File: config.mk
export PLATFORM = sky130hd
export DESIGN_NAME = video_timing_gen
export DESIGN_NICKNAME = d
export VERILOG_FILES = /design/src/rtl/video_timing_pkg.sv /design/src/rtl/pixel_ce_div.sv /design/src/rtl/video_timing_gen.sv
export SDC_FILE = /design/constraint.sdc
export NUM_CORES = 1
export LEC_CHECK = 0
export ABC_AREA = 1
export CORE_MARGIN = 4
export CORE_UTILIZATION = 48
export DETAILED_ROUTE_END_ITERATION = 6
export GPL_TIMING_DRIVEN = 0
export PLACE_DENSITY = 0.77
export SLEW_MARGIN = 15
export SYNTH_ARGS = -nofsm -noshare
export SYNTH_HDL_FRONTEND = slang
export SYNTH_SLANG_ARGS = --single-unit
File: constraint.sdc
create_clock -name clk_sys -period 1.8 [get_ports clk_sys]
set_clock_uncertainty 0.1 [all_clocks]
set_input_delay 0.18 -clock clk_sys [delete_from_list [all_inputs] [get_ports clk_sys]]
set_output_delay 0.18 -clock clk_sys [all_outputs]
set_load 0.02 [all_outputs]
File: src/rtl/video_timing_pkg.sv
// Purpose: shared timing constants, pixel type and window helper for the arcade video path.
// Latency: n/a (declarations only).
// Backpressure: n/a; every consumer of these timings runs free, with no flow control.
//
// Contents:
//   DEF_*      default 15 kHz raster timing (pixel clocks / lines)
//   CNT_W      raster counter width; every timing value must fit below 2**CNT_W
//   RGB_W      bits per colour channel
//   rgb_t      packed {r,g,b} pixel shared with the renderer and the scandoubler
//   in_window  start <= pos < start+len, evaluated without truncating start+len
package video_timing_pkg;

  localparam int CNT_W            = 9;
  localparam int RGB_W            = 4;

  localparam int DEF_CLK_DIV      = 4;
  localparam int DEF_H_TOTAL      = 384;
  localparam int DEF_H_ACTIVE     = 288;
  localparam int DEF_H_SYNC_START = 304;
  localparam int DEF_H_SYNC_LEN   = 32;
  localparam int DEF_V_TOTAL      = 264;
  localparam int DEF_V_ACTIVE     = 224;
  localparam int DEF_V_SYNC_START = 240;
  localparam int DEF_V_SYNC_LEN   = 8;

  typedef struct packed {
    logic [RGB_W-1:0] r;
    logic [RGB_W-1:0] g;
    logic [RGB_W-1:0] b;
  } rgb_t;

  // The counter is widened to int before comparing, so start+len may exceed
  // the counter range without wrapping into a false match.
  function automatic logic in_window(input logic [CNT_W-1:0] pos,
                                     input int start, input int len);
    int p;
    p = int'(pos);
    return (p >= start) && (p < start + len);
  endfunction

endpackage

File: src/rtl/pixel_ce_div.sv
// Purpose: divide clk_sys into a one-cycle clock-enable pulse every DIV cycles.
// Latency: first ce pulse DIV cycles after reset release, then every DIV cycles.
// Backpressure: none; free-running.
//
// Ports:
//   clk_sys  system clock, posedge
//   reset_n  asynchronous active-low reset
//   ce       registered enable, high for one clk_sys cycle out of DIV
//
// Reusable for the audio and CPU clock enables as well as the pixel enable.
module pixel_ce_div #(
  parameter int DIV = 4
) (
  input  logic clk_sys,
  input  logic reset_n,
  output logic ce
);

  localparam int           W    = (DIV > 2) ? $clog2(DIV) : 1;
  localparam logic [W-1:0] LAST = W'(DIV - 1);

  logic [W-1:0] div;
  logic         at_last;

  assign at_last = (div == LAST);

  // ce is registered from the terminal count so it never glitches; this
  // also places the first pulse exactly DIV cycles after reset release.
  always_ff @(posedge clk_sys or negedge reset_n) begin
    if (!reset_n) begin
      div <= '0;
      ce  <= 1'b0;
    end else begin
      ce  <= at_last;
      div <= at_last ? '0 : div + 1'b1;
    end
  end

endmodule

File: src/rtl/video_timing_gen.sv
// Purpose: pixel enable, raster counters, syncs and blanked RGB output register.
// Latency: hcnt/vcnt one clk_sys after en_vid; syncs/RGB one pixel behind hcnt/vcnt.
// Backpressure: none; the raster runs free and the renderer must settle rgb_in within CLK_DIV-1 clocks.
//
// Ports:
//   clk_sys, reset_n          clock (posedge) and asynchronous active-low reset
//   rgb_in[11:0]              {r,g,b} for the position presented on the previous pixel
//   en_vid                    pixel enable, one clk_sys pulse per CLK_DIV
//   hcnt[8:0], vcnt[8:0]      current raster position
//   hblank, vblank            combinational blanking of the current position
//   frame_start               pulse with the en_vid that wraps the raster to (0,0)
//   hs_n, vs_n                registered active-low syncs
//   r_out, g_out, b_out       registered, blanked pixel
module video_timing_gen
  import video_timing_pkg::*;
#(
  parameter int CLK_DIV      = DEF_CLK_DIV,
  parameter int H_TOTAL      = DEF_H_TOTAL,
  parameter int H_ACTIVE     = DEF_H_ACTIVE,
  parameter int H_SYNC_START = DEF_H_SYNC_START,
  parameter int H_SYNC_LEN   = DEF_H_SYNC_LEN,
  parameter int V_TOTAL      = DEF_V_TOTAL,
  parameter int V_ACTIVE     = DEF_V_ACTIVE,
  parameter int V_SYNC_START = DEF_V_SYNC_START,
  parameter int V_SYNC_LEN   = DEF_V_SYNC_LEN
) (
  input  logic        clk_sys,
  input  logic        reset_n,
  input  logic [11:0] rgb_in,
  output logic        en_vid,
  output logic [8:0]  hcnt,
  output logic [8:0]  vcnt,
  output logic        hblank,
  output logic        vblank,
  output logic        frame_start,
  output logic        hs_n,
  output logic        vs_n,
  output logic [3:0]  r_out,
  output logic [3:0]  g_out,
  output logic [3:0]  b_out
);

  localparam int CNT_MAX = 1 << CNT_W;

  // Elaboration-time guards: a divider below 2 cannot produce a pulse and
  // timing values must be representable in the raster counters.
  if (CLK_DIV < 2) begin : g_bad_div
    $error("video_timing_gen: CLK_DIV must be at least 2");
  end
  if (H_TOTAL > CNT_MAX || V_TOTAL > CNT_MAX ||
      H_TOTAL < 2 || V_TOTAL < 2) begin : g_bad_total
    $error("video_timing_gen: H_TOTAL/V_TOTAL out of counter range");
  end

  localparam logic [CNT_W-1:0] H_LAST = CNT_W'(H_TOTAL - 1);
  localparam logic [CNT_W-1:0] V_LAST = CNT_W'(V_TOTAL - 1);

  logic h_last;
  logic v_last;
  logic hs_raw;
  logic vs_raw;
  logic visible;
  rgb_t pix_in;
  rgb_t pix_q;

  // ---------------------------------------------------------------------
  // Pixel enable
  // ---------------------------------------------------------------------
  pixel_ce_div #(
    .DIV (CLK_DIV)
  ) u_pixel_ce_div (
    .clk_sys (clk_sys),
    .reset_n (reset_n),
    .ce      (en_vid)
  );

  // ---------------------------------------------------------------------
  // Raster counters
  // ---------------------------------------------------------------------
  assign h_last = (hcnt == H_LAST);
  assign v_last = (vcnt == V_LAST);

  always_ff @(posedge clk_sys or negedge reset_n) begin
    if (!reset_n) begin
      hcnt <= '0;
      vcnt <= '0;
    end else if (en_vid) begin
      if (h_last) begin
        hcnt <= '0;
        vcnt <= v_last ? '0 : vcnt + 1'b1;
      end else begin
        hcnt <= hcnt + 1'b1;
      end
    end
  end

  // en_vid is registered and reset, so this pulse is clean and drops to 0
  // during reset without needing its own flop.
  assign frame_start = en_vid & h_last & v_last;

  // ---------------------------------------------------------------------
  // Decode of the current position (full-width unsigned compares)
  // ---------------------------------------------------------------------
  assign hblank  = (int'(hcnt) >= H_ACTIVE);
  assign vblank  = (int'(vcnt) >= V_ACTIVE);
  assign visible = !hblank && !vblank;

  // vcnt only moves at the hcnt wrap, so vs_raw is line-aligned by
  // construction and vs_n cannot toggle mid-line.
  assign hs_raw = in_window(hcnt, H_SYNC_START, H_SYNC_LEN);
  assign vs_raw = in_window(vcnt, V_SYNC_START, V_SYNC_LEN);

  // ---------------------------------------------------------------------
  // Output register: captures the decode of the position being left, so
  // syncs and pixel share the same one-pixel delay behind hcnt/vcnt.
  // ---------------------------------------------------------------------
  assign pix_in = rgb_t'(rgb_in);

  always_ff @(posedge clk_sys or negedge reset_n) begin
    if (!reset_n) begin
      hs_n  <= 1'b1;
      vs_n  <= 1'b1;
      pix_q <= '0;
    end else if (en_vid) begin
      hs_n  <= ~hs_raw;
      vs_n  <= ~vs_raw;
      pix_q <= visible ? pix_in : '0;
    end
  end

  assign r_out = pix_q.r;
  assign g_out = pix_q.g;
  assign b_out = pix_q.b;

endmodule

==> reports/qor.yml, run 1 <==
critPathTopFamily: "simple AND/OR/NAND/NOR gates"
ys_async_sr_fraction: 1.00
nets: 312
p_leak_nw: 1.19
syn2layout_area_growth_pct: 45.7
ir_drop_mv: 0.528
p_per_area_nw_per_um2: 555
finalCritPeriodShare: 0.993
dieArea_um2: 4810
num_antenna_cells: 0
startpoint: "hcnt[0]"
finalPower_mw: 1.46
reg2reg_from: "hcnt[0]"
yosysUniqueCellTypes: 25
syn_area_per_cell_um2: 8.06
max-cap-violations: 0
rsz0062_at_grt: "true"
vias: 1652
holdCritPathClass: "primary input to async pin"
drt_wl_total_mm: 4.30
outcome: "finished clean"
setup_viol: 0
gp_congestion: 0.837
ys_top_cells_by_count: "80 x nand2_1, 33 x dfrtp_1, 23 x inv_1"
crit_top_cell: "nor2_4"
tightest_slew_ps: 416
cts_tree: "yes"
synth_ff_type: "dfrtp_1"
core-area_um2: 3660
yosysMostFrequentCell: "nand2_1"
drc_errors: 0
drtIter0Drc: 124
insertion_delay_ps: 290
final_max_slew_viol_count: 0
placed_cells: 322
ys_ff_latch: 35
timing.fmax_mhz: 560
post_drt_wl_per_cell_um: 12.6
yosysTopAreaCell: "dfrtp_1"
grt_pass1_wl_mm: 7.13
cp_slowest_cell: "dfrtp_1"
synth_area_um2: 1810
overflow: 0
io_buffer_count: 49
synth_cells: 224
pin_count: 50
ys_warn_count: 0
h-tree-depth: 2
clk_path_buf_depth: 2
worstSetupPathType: "flip-flop to primary output"
clk_pin_slew_ps: 70
synth-edff-count: 0
worst-path-buf-inv: 1
cp-start-kind: "flip-flop"
grt_usage: 0.183
die_height_um: 69.3
drtPass1Iterations: 5
postRouteAntennaNets: 0
placementRows: 22
initial_utilization: 0.493
viasPerCell: 4.83
end_kind: "primary output"
critPathRequiredTime_ps: 1520
finalHoldViolations: 0
crit_fanout: 14
cp_slowest_stage_delay_ps: 400
die_w_um: 69.3
fill_cells: 306
path_cells: "ha_4, nand4_4, nor2_4, nand2_8, nor2_4, buf_6"
slew_headroom: 0.723
netlist.area_leader.share: 0.457
cts_buffers: 5
synth_nets: 243
cp.arrival_ps: 1510
grt_max_degree: 21
grt_pass1_vias: 1547
ys_seq_area_frac: 0.486
dp_hpwl_mm: 2.93
root_buffer: "clkbuf_8"
period_needed_ps: 1790
synth_area_leaders: "dfrtp_1 46%, nand2_1 17%, nand3b_1 5.0%"
antenna_found_initial: 0
drive_gt1_frac: 0.160
cts_sinks: 35
stdcell_count: 342
==> final cells by class <==
class                   count  area [um^2]  area share
plain buffers               5         28.8      0.0109
clock buffers               7         76.3      0.0290
clock inverters             1         5.00     0.00190
inverters                  26         97.6      0.0371
multi-input cells         157          867       0.330
flip-flops and latches     35          881       0.335
well taps                  48         60.1      0.0228
repair buffers             63          614       0.234
==> what timing repair did <==
action                                  4_1_cts  5_1_grt
pin swaps                                     3        3
endpoints found under the setup margin        3        2
resized for setup                            17       10
hold buffers                                  1        0
setup buffers                                 5        7
endpoints found under the hold margin        14        0
==> flip-flops by register name (all words and copies together) (netlist names) <==
signal and count:
vs_n 1, u_pixel_ce_div.div 2, hs_n 1, vcnt 9, hcnt 9, g_out 4
b_out 4, r_out 4, u_pixel_ce_div.ce 1
==> final timing paths <==
path                                          to  slack [ps]  depth (start not counted)
max                                  frame_start          10                          6
min                                      hcnt[2]         250                          2
max reg2reg                              hcnt[8]         240                          8
min reg2reg                u_pixel_ce_div.div[0]         330                          1
max in group asynchronous                   vs_n         830                          3
min in group clk_sys       u_pixel_ce_div.div[0]         330                          1
==> placed cells by master, fill, tap and decap left out, types with 2 or more instances in the layout <==
master / n
buf_2: 3
buf_4: 12
buf_6: 2
clkbuf_1: 4
clkbuf_8: 5
clkdlybuf4s50_1: 44
dfrtp_1: 31
dfrtp_2: 2
dfstp_2: 2
dlygate4sd2_1: 2
ha_1: 3
inv_1: 23
inv_2: 3
nand2_1: 79
nand3_1: 12
nand3b_1: 12
nand4_1: 2
nor2_1: 15
nor2_2: 2
nor2_4: 3
o21ai_0: 7
o21ai_1: 3
o21ai_2: 5
xor2_1: 4
==> cell families (layout without fill, tap and decap cells) <==
group / count (synthesis) / count (layout) / share of synthesized area
buffers and inverters: 32 / 102 / 0.0728
and+or+nand+nor: 129 / 129 / 0.315
adders and majority gates: 5 / 5 / 0.0347
AOI/OAI and AO/OA: 18 / 18 / 0.0665
DFF: 35 / 35 / 0.486
xor gates and xnor gates: 5 / 5 / 0.0243
==> routing by layer <==
layer / global-route usage / share of wire
met1: 0.249 / 0.48
met3: 0.0565 / 0.049
met2: 0.272 / 0.45
met5: 0 / 0
met4: 0.0716 / 0.017
==> worst register-to-register path: stages (launching register included) <==
cell and delay [ps]:
dfrtp_1 400, ha_4 180, nand4_4 100, nor2_4 180, buf_4 140, buf_4 90
nand2_1 70, o21ai_1 140, inv_1 50
==> report_power, final <==
group	switching [mW]	internal, mW
Sequential	0.00734	0.800
Combinational	0.0498	0.0597
Clock	0.270	0.271
Total	0.327	1.13
==> stage by stage <==
stage                      util  hold WS, ps  worst slack (ps)  TNS (ps)  instance area, um^2
final                     0.718          253              12.8         0                 2630
after detailed placement  0.650         29.4              -420      -598                 2380
after CTS                 0.697          267              -135      -135                 2550
after global routing      0.718          278             -85.6      -111                 2630
after floorplan               -         -216              15.1         0                 1810
after global placement    0.644          316              -370    -10440                 2360
Power figures use the tool's default switching activity.
==> run 2, diff against run 1 <==
--- a/config.mk
+++ b/config.mk
@@ -7,10 +7,11 @@
 export LEC_CHECK = 0
 export ABC_AREA = 1
 export CORE_MARGIN = 4
-export CORE_UTILIZATION = 48
+export CORE_UTILIZATION = 49
+export CTS_BUF_LIST = sky130_fd_sc_hd__clkbuf_4
 export DETAILED_ROUTE_END_ITERATION = 6
 export GPL_TIMING_DRIVEN = 0
-export PLACE_DENSITY = 0.77
+export PLACE_DENSITY = 0.78
 export SLEW_MARGIN = 15
 export SYNTH_ARGS = -nofsm -noshare
 export SYNTH_HDL_FRONTEND = slang
==> reports/qor.yml, run 2 (synthesis results as in run 1) <==
reg2regPathDepth: 8  # unchanged
critPathRequiredTime_ps: 1520  # about the same
finalHoldViolations: 0  # unchanged
syn2layout_area_growth_pct: 48.1
dpl-instance-area_um2: 2370  # -0.42%
clk_path_buf_depth: 2  # unchanged
dieArea_um2: 4720  # -1.8%
tightest_slew_ps: 446  # +30.0 ps
p_int_mw: 1.06  # -6.4%
startpoint: "hcnt[1]"
root_buffer: "clkbuf_4"
drtPass1Iterations: 4  # -1
fin_area_um2: 2670  # +1.7%
die_w_um: 68.7  # -0.91%
num_antenna_cells: 0  # unchanged
clock_power_share: 0.333  # -0.038
cp_slowest_cell: "dfrtp_1"
timing.fmax_mhz: 552  # -1.3%
fill_cells: 249  # -19%
path_cells: "ha_4, nand4_4, nor2_4, nand2_8, nor2_4, buf_6"
timing.rr.end: "vcnt[8]"
ir_drop_mv: 0.335  # -37%
failed_checks: "negative setup slack"
fin_ws_ps: -11.1  # -24.0 ps
p_per_area_nw_per_um2: 513  # -7.5%
overflow: 0  # unchanged
antenna_found_initial: 0  # unchanged
crit_top_cell: "nor2_4"
drive_gt1_frac: 0.205  # +0.0448
seqPwrFrac: 0.588  # +0.034
grt_pass1_wl_mm: 7.04  # -1.3%
stdcell_count: 349  # +2.0%
die_height_um: 68.7  # -0.91%
grt_pass1_vias: 1544  # -0.19%
final_cell_mix: "79 x nand2_1, 40 x clkdlybuf4s50_1, 28 x dfrtp_1"
p_leak_nw: 1.25  # +5.1%
finalCritPeriodShare: 1.01  # +0.0133
p_sw_uw: 313  # -4.4%
drtIter0Drc: 94  # -24%
grt_max_degree: 30  # +43%
crit_fanout: 8  # -6
worstSetupPathType: "flip-flop to primary output"
reg_top3: "hcnt (9), vcnt (9)"
placed_cells: 320  # -0.62%
h-tree-depth: 2  # unchanged
initial_utilization: 0.525  # +0.0314
vias: 1711  # +3.6%
viasPerCell: 4.90  # +1.5%
placementRows: 21  # -4.5%
max-cap-violations: 0  # unchanged
dp_hpwl_mm: 3.04  # +3.6%
cp.arrival_ps: 1530  # +20 ps
final_max_slew_viol_count: 0  # unchanged
cts_buffers: 5  # unchanged
clk_pin_slew_ps: 110  # +40 ps
insertion_delay_ps: 340  # +50 ps
gp_congestion: 0.827  # -1.2%
setup_viol: 1  # +1
drc_errors: 0  # unchanged
finalPower_mw: 1.37  # -6.0%
mostFrequentLayoutCell: "nand2_1"
holdCritPathClass: "primary input to async pin"
post_drt_wl_per_cell_um: 13.2  # +5.4%
cp_slowest_stage_delay_ps: 410  # about the same
reg2reg_from: "hcnt[1]"
final_util: 0.777  # +0.0584
io_buffer_count: 49  # unchanged
period_needed_ps: 1810  # +24.0 ps
p_sw_frac: 0.228  # +0.00377
ff2ff_setup_slack_ps: 210  # -30 ps
drt_wl_total_mm: 4.62  # +7.6%
outcome: "finished, violations left"
grt_usage: 0.201  # +0.0183
nets: 321  # +2.9%
slew_headroom: 0.703  # -0.0200
cts_tree: "yes"
cts_sinks: 35  # unchanged
pwr-share-comb: 0.079  # +0.004
cp-endpoint: "frame_start"
cp-start-kind: "flip-flop"
core-area_um2: 3440  # -6.0%
postRouteAntennaNets: 0  # unchanged
rsz0062_at_grt: "true"
end_kind: "primary output"
pin_count: 50  # unchanged
[run 2: changes by cell type in the layout (fill, tap and decap cells not counted), sizes merged]
cell / change
buf: +9
clkbuf: +2
clkdlybuf4s50: -4
clkinv: -1
dlygate4sd2: -1
dlymetal6s2s: +4
[run 2: power by group through the flow]
stage                     clock [mW]  sequential [mW]  combinational [mW]
after detailed placement           0            0.822               0.108
after CTS                      0.458            0.807               0.110
after floorplan                    0            0.839              0.0108
after global routing           0.501            0.809               0.118
after global placement             0            0.821               0.103
final                          0.457            0.807               0.108
[run 2: how the worst min path moves through the flow]
stage                     startpoint                    end  slack (ps)  cells after the start
3_5_place_dp                 reset_n                hcnt[4]         -60                      1
3_3_place_gp   u_pixel_ce_div.div[0]  u_pixel_ce_div.div[0]         310                      1
6_report                     reset_n                hcnt[4]         100                      2
2_1_floorplan                reset_n               b_out[0]        -220                      0
5_1_grt                      reset_n                hcnt[4]         140                      2
4_1_cts                      reset_n                hcnt[4]         110                      2
[run 2: worst max-delay path, delay by kind of cell, from the launching register on]
| kind | cells | cell delay (ps) |
|---|---|---|
| fa+ha+maj | 1 | 170 |
| simple gates | 4 | 490 |
| flops | 1 | 410 |
| buf+inv | 1 | 110 |
[run 2: metrics by stage]
stage	setup TNS [ps]	setup slack, ps	hold slack, ps
3_5_place_dp	-578	-406	-62.1
5_1_grt	-88.2	-85.0	141
2_1_floorplan	0	15.1	-216
3_3_place_gp	-10710	-392	313
6_report	-11.1	-11.1	101
4_1_cts	-174	-174	107
[run 2: layout make-up]
type | count | area, um^2 | area share
well taps | 46 | 57.6 | 0.0215
plain buffers | 5 | 28.8 | 0.0108
flip-flops and latches | 35 | 885 | 0.331
clock buffers | 8 | 60.1 | 0.0225
repair buffers | 72 | 681 | 0.255
inverters | 26 | 97.6 | 0.0365
multi-input cells | 157 | 865 | 0.323
[run 2: repair_timing]
item,in CTS,in global routing
hold buffers,1,0
endpoints found under the setup margin,3,6
pin swaps,1,3
setup buffers,5,16
resized for setup,19,17
hold endpoints to repair,33,0
[run 2: layer usage]
layer / share of wire / GRT usage
met5: 0 / 0
met4: 0.010 / 0.0584
met3: 0.062 / 0.0470
met2: 0.51 / 0.346
met1: 0.42 / 0.252
